### src/rtl/nrs_cinit_scheduler_if.sv
// Handshake bundle between the NRS c_init scheduler, the Gold-sequence generator
// and the resource mapper.
interface nrs_cinit_scheduler_if #(
    parameter int unsigned WIDTH_B = 9,
    parameter int unsigned CINIT_W = 28
);
    logic               new_frame;
    logic [WIDTH_B-1:0] N_cell_ID;
    logic               new_subframe;
    logic               gen_done;
    logic               gen_start;
    logic [CINIT_W-1:0] gen_cinit;
    logic [1:0]         gen_sym_idx;
    logic               sf_ready;
    logic [3:0]         sf_num;
    logic [4:0]         ns_out;
    logic               busy;
    logic               frame_done;
    logic               err;

    // Scheduler side
    modport master (
        input  new_frame, N_cell_ID, new_subframe, gen_done,
        output gen_start, gen_cinit, gen_sym_idx, sf_ready, sf_num, ns_out,
               busy, frame_done, err
    );

    // Generator / mapper / frame-timing side
    modport slave (
        output new_frame, N_cell_ID, new_subframe, gen_done,
        input  gen_start, gen_cinit, gen_sym_idx, sf_ready, sf_num, ns_out,
               busy, frame_done, err
    );
endinterface

### src/rtl/nrs_cinit_scheduler.sv
// Per-frame NRS symbol sequencer: computes the Gold c_init for each NRS symbol
// (slots 0..19 minus subframe 5, l=5,6), runs the generator and hands subframes to the mapper.
module nrs_cinit_scheduler #(
    parameter int unsigned WIDTH_B = 9,
    parameter int unsigned CINIT_W = 28,
    parameter int unsigned SKIP_SF = 5,
    parameter int unsigned NUM_SF  = 10,
    parameter int unsigned TIMEOUT = 2047
) (
    input logic                   clk,
    input logic                   rst,
    nrs_cinit_scheduler_if.master bus
);
    localparam int unsigned CNT_W  = $clog2(TIMEOUT + 1);
    localparam int unsigned MAX_ID = 503;
    localparam int unsigned MUL_W  = 8;

    typedef enum logic [2:0] {IDLE, CALC, START, WAIT, READY} state_t;

    state_t             state_q, state_d;
    logic [WIDTH_B-1:0] id_q, id_d;
    logic [3:0]         sf_q, sf_d;
    logic [4:0]         ns_q, ns_d;
    logic [2:0]         l_q, l_d;
    logic [1:0]         sym_q, sym_d;
    logic [CNT_W-1:0]   cnt_q, cnt_d;
    logic               err_q, err_d;
    logic               sf_ready_q, sf_ready_d;
    logic               frame_done_q, frame_done_d;
    logic               gen_start_q, gen_start_d;
    logic               busy_q, busy_d;
    logic [CINIT_W-1:0] cinit_q, cinit_d;

    logic [MUL_W-1:0]   mul_a;
    logic [WIDTH_B:0]   mul_b;
    logic [CINIT_W-1:0] cinit_calc;
    logic [3:0]         sf_inc;

    // c_init = (7*(ns+1)+l+1)*(2*id+1)*2^10 + 2*id+1
    always_comb begin
        mul_a      = MUL_W'(7) * MUL_W'(ns_q) + MUL_W'(l_q) + MUL_W'(8);
        mul_b      = {id_q, 1'b1};
        cinit_calc = ((CINIT_W'(mul_a) * CINIT_W'(mul_b)) << 10) + CINIT_W'(mul_b);
    end

    // Next subframe index, stepping over the subframe that carries no NRS
    always_comb begin
        sf_inc = sf_q + 4'd1;
        if (sf_inc == 4'(SKIP_SF)) sf_inc = sf_q + 4'd2;
    end

    always_ff @(posedge clk or posedge rst) begin
        if (rst) begin
            state_q      <= IDLE;
            id_q         <= '0;
            sf_q         <= '0;
            ns_q         <= '0;
            l_q          <= '0;
            sym_q        <= '0;
            cnt_q        <= '0;
            err_q        <= 1'b0;
            sf_ready_q   <= 1'b0;
            frame_done_q <= 1'b0;
            gen_start_q  <= 1'b0;
            busy_q       <= 1'b0;
            cinit_q      <= '0;
        end else begin
            state_q      <= state_d;
            id_q         <= id_d;
            sf_q         <= sf_d;
            ns_q         <= ns_d;
            l_q          <= l_d;
            sym_q        <= sym_d;
            cnt_q        <= cnt_d;
            err_q        <= err_d;
            sf_ready_q   <= sf_ready_d;
            frame_done_q <= frame_done_d;
            gen_start_q  <= gen_start_d;
            busy_q       <= busy_d;
            cinit_q      <= cinit_d;
        end
    end

    always_comb begin
        state_d      = state_q;
        id_d         = id_q;
        sf_d         = sf_q;
        ns_d         = ns_q;
        l_d          = l_q;
        sym_d        = sym_q;
        cnt_d        = cnt_q;
        err_d        = err_q;
        sf_ready_d   = sf_ready_q;
        frame_done_d = 1'b0;
        cinit_d      = cinit_q;

        // A frame start overrides whatever is in flight, including same-cycle handshakes
        if (bus.new_frame) begin
            sf_ready_d = 1'b0;
            if (bus.N_cell_ID <= WIDTH_B'(MAX_ID)) begin
                id_d    = bus.N_cell_ID;
                sf_d    = '0;
                ns_d    = '0;
                l_d     = 3'd5;
                sym_d   = '0;
                err_d   = 1'b0;
                state_d = CALC;
            end else begin
                err_d   = 1'b1;
                state_d = IDLE;
            end
        end else begin
            unique case (state_q)
                CALC: begin
                    cinit_d = cinit_calc;
                    state_d = START;
                end
                START: begin
                    cnt_d   = '0;
                    state_d = WAIT;
                end
                WAIT: begin
                    if (bus.gen_done) begin
                        if (sym_q != 2'd3) begin
                            sym_d = sym_q + 2'd1;
                            if (l_q == 3'd5) begin
                                l_d = 3'd6;
                            end else begin
                                l_d  = 3'd5;
                                ns_d = ns_q + 5'd1;
                            end
                            state_d = CALC;
                        end else begin
                            sf_ready_d = 1'b1;
                            state_d    = READY;
                        end
                    end else if (cnt_q == CNT_W'(TIMEOUT)) begin
                        err_d   = 1'b1;
                        state_d = IDLE;
                    end else begin
                        cnt_d = cnt_q + CNT_W'(1);
                    end
                end
                READY: begin
                    if (bus.new_subframe) begin
                        sf_ready_d = 1'b0;
                        sym_d      = '0;
                        if (sf_q == 4'(NUM_SF - 1)) begin
                            frame_done_d = 1'b1;
                            state_d      = IDLE;
                        end else begin
                            sf_d    = sf_inc;
                            ns_d    = {sf_inc, 1'b0};
                            l_d     = 3'd5;
                            state_d = CALC;
                        end
                    end
                end
                default: state_d = state_q;
            endcase
        end

        gen_start_d = (state_d == START);
        busy_d      = (state_d != IDLE);
    end

    assign bus.gen_start   = gen_start_q;
    assign bus.gen_cinit   = cinit_q;
    assign bus.gen_sym_idx = sym_q;
    assign bus.sf_ready    = sf_ready_q;
    assign bus.sf_num      = sf_q;
    assign bus.ns_out      = ns_q;
    assign bus.busy        = busy_q;
    assign bus.frame_done  = frame_done_q;
    assign bus.err         = err_q;
endmodule

### src/flat_wrapper.sv
// flat-port wrapper written by rule: the top's interface ports become plain ports
module nrs_cinit_scheduler_flat 
#(
    parameter int unsigned WIDTH_B = 9,
    parameter int unsigned CINIT_W = 28,
    parameter int unsigned SKIP_SF = 5,
    parameter int unsigned NUM_SF  = 10,
    parameter int unsigned TIMEOUT = 2047
)
  (clk, rst, bus_new_frame, bus_N_cell_ID, bus_new_subframe, bus_gen_done, bus_gen_start, bus_gen_cinit, bus_gen_sym_idx, bus_sf_ready, bus_sf_num, bus_ns_out, bus_busy, bus_frame_done, bus_err);
  nrs_cinit_scheduler_if #(.WIDTH_B(WIDTH_B), .CINIT_W(CINIT_W)) bus_i ();
  input logic clk;
  input logic rst;
  input wire logic [$bits(bus_i.new_frame)-1:0] bus_new_frame;
  input wire logic [$bits(bus_i.N_cell_ID)-1:0] bus_N_cell_ID;
  input wire logic [$bits(bus_i.new_subframe)-1:0] bus_new_subframe;
  input wire logic [$bits(bus_i.gen_done)-1:0] bus_gen_done;
  output wire logic [$bits(bus_i.gen_start)-1:0] bus_gen_start;
  output wire logic [$bits(bus_i.gen_cinit)-1:0] bus_gen_cinit;
  output wire logic [$bits(bus_i.gen_sym_idx)-1:0] bus_gen_sym_idx;
  output wire logic [$bits(bus_i.sf_ready)-1:0] bus_sf_ready;
  output wire logic [$bits(bus_i.sf_num)-1:0] bus_sf_num;
  output wire logic [$bits(bus_i.ns_out)-1:0] bus_ns_out;
  output wire logic [$bits(bus_i.busy)-1:0] bus_busy;
  output wire logic [$bits(bus_i.frame_done)-1:0] bus_frame_done;
  output wire logic [$bits(bus_i.err)-1:0] bus_err;
  assign bus_i.new_frame = bus_new_frame;
  assign bus_i.N_cell_ID = bus_N_cell_ID;
  assign bus_i.new_subframe = bus_new_subframe;
  assign bus_i.gen_done = bus_gen_done;
  assign bus_gen_start = bus_i.gen_start;
  assign bus_gen_cinit = bus_i.gen_cinit;
  assign bus_gen_sym_idx = bus_i.gen_sym_idx;
  assign bus_sf_ready = bus_i.sf_ready;
  assign bus_sf_num = bus_i.sf_num;
  assign bus_ns_out = bus_i.ns_out;
  assign bus_busy = bus_i.busy;
  assign bus_frame_done = bus_i.frame_done;
  assign bus_err = bus_i.err;
  nrs_cinit_scheduler #(.WIDTH_B(WIDTH_B), .CINIT_W(CINIT_W), .SKIP_SF(SKIP_SF), .NUM_SF(NUM_SF), .TIMEOUT(TIMEOUT)) u_core (.clk(clk), .rst(rst), .bus(bus_i));
endmodule
### config.mk
export PLATFORM = sky130hd
export DESIGN_NAME = nrs_cinit_scheduler_flat
export DESIGN_NICKNAME = d
export VERILOG_FILES = /design/src/rtl/nrs_cinit_scheduler_if.sv /design/src/rtl/nrs_cinit_scheduler.sv /design/src/flat_wrapper.sv
export SDC_FILE = /design/constraint.sdc
export NUM_CORES = 1
export LEC_CHECK = 0
export CORE_MARGIN = 3
export CORE_UTILIZATION = 30
export CTS_BUF_LIST = sky130_fd_sc_hd__clkbuf_8 sky130_fd_sc_hd__clkbuf_16
export CTS_CLUSTER_DIAMETER = 30
export DETAILED_ROUTE_END_ITERATION = 8
export MAX_ROUTING_LAYER = met4
export PLACE_DENSITY = 0.57
export SLEW_MARGIN = 10
export SYNTH_ARGS = -nofsm -noshare
export SYNTH_HDL_FRONTEND = slang
export SYNTH_SLANG_ARGS = --single-unit
### constraint.sdc
create_clock -name clk -period 7.1 [get_ports clk]
set_clock_uncertainty 0.15 [all_clocks]
set_input_delay 1.42 -clock clk [delete_from_list [all_inputs] [get_ports clk]]
set_output_delay 1.42 -clock clk [all_outputs]
set_load 0.05 [all_outputs]
After elaboration in Yosys (flattened, before gate mapping)
Cells that the tools add are included.
Storage, ports and cells
  bits in registers: 70
  input port bits: 14
  output and inout bits: 44
  word-level logic and storage cells: 115
Operators by class
  add/subtract/negate cells: 8
  multipliers: 2
  order comparisons: 1
  eq/ne operators: 21
  muxes and demuxes: 53
  bitwise logic cells: 1
  reductions and logical operators: 16
Operators with widths (number)
  5-bit two-way mux: 7
  3-bit two-way mux: 11
  28-bit by 10-bit adder with 28-bit output: 1
  4-bit two-way mux: 6
  11-bit two-way mux: 2
  11-bit one-hot mux with 2 select lines: 1
  8-bit by 10-bit multiplier with 18-bit output: 1
  1-bit two-way mux: 15
  3-bit != test, second input constant: 5
  2-bit two-way mux: 6
  3-bit one-hot mux with 4 select lines: 1
  4-bit AND reduction: 3
  11-bit by 1-bit adder with 11-bit output, second input constant: 1
  11-bit == test, second input constant: 1
  2-bit != test, second input constant: 5
  5-bit one-hot mux with 2 select lines: 1
  2-bit nonzero test: 5
  3-bit by 2-bit == test with 1-bit output, second input constant: 3
  9-bit <= comparator, second input constant: 1
  8-bit by 3-bit adder with 8-bit output: 1
  8-bit by 4-bit adder with 8-bit output, second input constant: 1
  3-bit by 5-bit multiplier with 8-bit output, first input constant: 1
  7-bit AND reduction: 1
  3-bit == test, second input constant: 2
  other kinds (18): 20

Logic depth before layout (Yosys ltp)
  depth after elaboration: 7
  depth in mapped cells: 24
  gate-level depth less buffers: 24

Worst setup path after synthesis
OpenSTA, ideal clock, no wires.
  path kind: register to register
  start point: register u_core.ns_q[0] (netlist: u_core.bus.ns_out[0])
  end point: register u_core.cinit_q[27] (netlist: u_core.bus.gen_cinit[27])
  library setup time: 104 ps
  arrival time: 6808 ps
  data required time: 6846 ps
  slack: 38 ps
  stages on the path, launching flop included: 23
  buffers on the path: 0
  clock period less this slack: 7062 ps
  path through: dfrtp_1 fa_1 fa_1 fa_1 a21o_1 a21oi_1 or4_1 nand3_1 and2_1 fa_1 inv_1 fa_1 inv_1 fa_1 inv_1 fa_1 inv_1 ha_1 a21o_1 nand2b_1 o21ai_0 nand3_1 o311ai_1
Between the ends
  cells in the longest elaborated chain, start to end: 5
RTL lines
  start: declaration: RTL line nrs_cinit_scheduler.sv:23  | logic [4:0] ns_q, ns_d;
  start signal: assignment: RTL line nrs_cinit_scheduler.sv:71  | ns_q <= ns_d;
  3-bit by 5-bit multiplier with 8-bit output: RTL line nrs_cinit_scheduler.sv:41  | mul_a = MUL_W'(7) * MUL_W'(ns_q) + MUL_W'(l_q) + MUL_W'(8);
  8-bit by 3-bit adder with 8-bit output: RTL line nrs_cinit_scheduler.sv:41
  8-bit by 4-bit adder with 8-bit output: RTL line nrs_cinit_scheduler.sv:41
  8-bit by 10-bit multiplier with 18-bit output: RTL line nrs_cinit_scheduler.sv:43  | cinit_calc = ((CINIT_W'(mul_a) * CINIT_W'(mul_b)) << 10) + CINIT_W'(mul_b);
  28-bit by 10-bit adder with 28-bit output: RTL line nrs_cinit_scheduler.sv:43
  end signal: assignment: RTL line nrs_cinit_scheduler.sv:80  | cinit_q <= cinit_d;
  end: declaration: RTL line nrs_cinit_scheduler.sv:32  | logic [CINIT_W-1:0] cinit_q, cinit_d;
No other way between the ends.
A chain may end at the register's enable or synchronous reset.

Worst setup path in the final report
  start point: register u_core.ns_q[0] (netlist: u_core.bus.ns_out[0])
  end point: register u_core.cinit_q[26] (netlist: u_core.bus.gen_cinit[26])
The elaborated chain is that of the path after synthesis.

==> flow_summary.yaml <==
clock_network:
  cts.hold.buffers_added: 0
  clock-root-buffer: "clkbuf_16"
  ctsResizeCount: 0
  cts_setup_buffers: 0
  cts_num_sinks: 70
  htree_num_levels: 3
  tritoncts: "built"
  clk_latency_ns: 0.34
  numCtsBuffers: 9
  clk_pin_slew_ns: 0.06
  clk_path_buf_depth: 2
floorplan:
  die-area_um2: 23100
  core_um2: 20600
  dieWidth_um: 152
  placementRows: 52
  die_height_um: 152
  start_util_pct: 31.1
  io_pins: 58
global_route:
  grt_pass1_wl_mm: 24.7
  grt_pass1_vias: 4842
  grt_max_degree: 71
  grt_overflow_total: 0
  antenna_found_initial: 0
  grt_util_all_layers_pct: 13.3
yosys:
  synth.area.top_cells: "dfrtp_1, fa_1, ha_1"
  ys_types: 68
  postSynthCellCount: 696
  ys_warn_count: 0
  synth-seq-cells: 70
  synth_nets: 825
  synth.avg_cell_area_um2: 9.18
  synthArstFlopShare_pct: 100
  synth_seq_area_share_pct: 27.4
  synthFlopType: "dfrtp_1"
  syn_area_um2: 6390
  synth_top_area_share_pct: 27.4
  synth_area_leader_cell: "dfrtp_1"
  synth-edff-count: 0
routing:
  via_per_inst: 4.72
  wl_per_cell_um: 14.1
  dr.first_iter.drc_count: 165
  drt_pass1_iterations: 4
  vias: 4835
  drcViolationCount: 0
  routed_wl_mm: 14.5
  ant_nets: 0
critical_path:
  arrival_ns: 6.94
  crit_fanout: 8
  worstSetupEndpointType: "flop"
  critPathLaunchType: "flop"
  required_ns: 7.22
  path_delay_family: "adder cells"
  cp_num_buf_inv: 3
  slowest_stage: "fa_1"
  max_stage_delay_ns: 0.56
  path_cells: "fa_1 -> fa_1 -> ha_1 -> a21o_1 -> a21oi_1 -> nand3b_1 -> nand3_1 -> buf_4 -> and2_1 -> fa_1 -> inv_1 -> fa_1 -> fa_1 -> fa_1 -> inv_1 -> ha_1 -> a21oi_1 -> o211ai_1 -> a21oi_1 -> and4b_1 -> o32a_1"
  critPathMostFrequentCell: "fa_1"
  path_class: "flop to flop"
placement:
  place_area_um2: 7260
  dp_hpwl_mm: 11.0
  pre_cts_ws_ns: 0.164
  portBuffers: 57
  gp_congestion: 0.824
final_layout:
  layout_commonest_cell: "nand2_1"
  fillerInstances: 2179
  mostFrequentLayoutCells: "nand2_1, inv_1, dfrtp_1"
  area_growth_pct: 18.6
  multi_input_area_um2: 4160
  seqCellArea_um2: 1750
  nets: 880
  drive_gt1_share_pct: 6.49
  num_antenna_cells: 0
  final_cell_area_um2: 7580
timing:
  holdWs_ns: 0.311
  maxSlewHeadroom_pct: 39.6
  timing.final.crit_share_pct: 96.0
  hold_viol: 0
  max_freq_mhz: 147
  slew_viol_final: 0
  setup_viol: 0
  worst_pin_slew_ns: 0.905
  fin_ws_ns: 0.286
  fin_crit_ns: 6.81
worst_hold_path:
  hp-class: "flop to flop"
outcome:
  outcome: "finished clean"
flow_run:
  maxCapViolCount: 0
==> flip-flops by register name (all words and copies together) (netlist names) <==
register / cells
u_core.bus.ns_out: 5
u_core.state_q: 3
u_core.bus.gen_start: 1
u_core.bus.frame_done: 1
u_core.bus.sf_ready: 1
u_core.l_q: 3
u_core.bus.gen_sym_idx: 2
u_core.bus.busy: 1
u_core.cnt_q: 11
u_core.id_q: 9
u_core.bus.err: 1
u_core.bus.sf_num: 4
u_core.bus.gen_cinit: 28
==> synth_stat cells (10+ instances only) <==
master	n
mux2_2	10
ha_1	61
nor3_1	11
nand2_1	99
inv_1	97
nand3_1	21
fa_1	54
a21oi_1	26
nor2_1	23
and2_1	46
dfrtp_1	70
o21ai_0	25
clkbuf_1	16
a21o_1	12
==> final cells by class <==
cell class	count	area share, %
Inverter	99	4.90
Clock buffer	9	2.97
Clock inverter	6	1.06
Tap cell	270	4.46
Timing Repair Buffer	68	8.62
Sequential cell	70	23.1
Multi-Input combinational cell	503	54.9
==> cells by family after synthesis <==
family                     Yosys count  synth area share, %
AOI/OAI and AO/OA                  114                 12.1
xor gates and xnor gates            16                 2.19
adders and majority gates          115                 28.9
buffers and inverters              123                 7.64
DFF                                 70                 27.4
muxes                               14                 2.39
and+or+nand+nor                    244                 19.4
==> layer usage <==
metal | vias up | global-route usage, % | wire length [um]
met2 | 77 | 20.3 | 6710
met5 | - | - | 0
met4 | 0 | 3.08 | 80
met1 | 2327 | 18.3 | 7210
li1 | 2427 | - | -
met3 | 4 | 2.56 | 491
==> through the flow <==
stage / setup TNS, ns / utilization [%] / std cells
final: 0 / 36.9 / 1025
after global routing: -0.103 / 36.9 / 1025
after CTS: 0 / 36.8 / 1025
after detailed placement: 0 / 35.3 / 1010
after global placement: 0 / 35.3 / 1010
after floorplan: 0 / - / 696
==> worst paths after layout <==
path                                               from                        to  slack [ns]  cells past startpoint
worst max-delay path               u_core.bus.ns_out[0]  u_core.bus.gen_cinit[26]        0.29                     21
max in group asynchronous                           rst           u_core.cnt_q[3]        4.68                      3
worst max register to register     u_core.bus.ns_out[0]  u_core.bus.gen_cinit[26]        0.29                     21
worst min register to register  u_core.bus.gen_cinit[0]   u_core.bus.gen_cinit[0]        0.31                      1
worst min-delay path            u_core.bus.gen_cinit[0]   u_core.bus.gen_cinit[0]        0.31                      1
min in group asynchronous                           rst  u_core.bus.gen_cinit[23]        1.52                      3
Power is not shown: default switching activity piles up to over one toggle a cycle in this logic, so the estimate is an artifact.
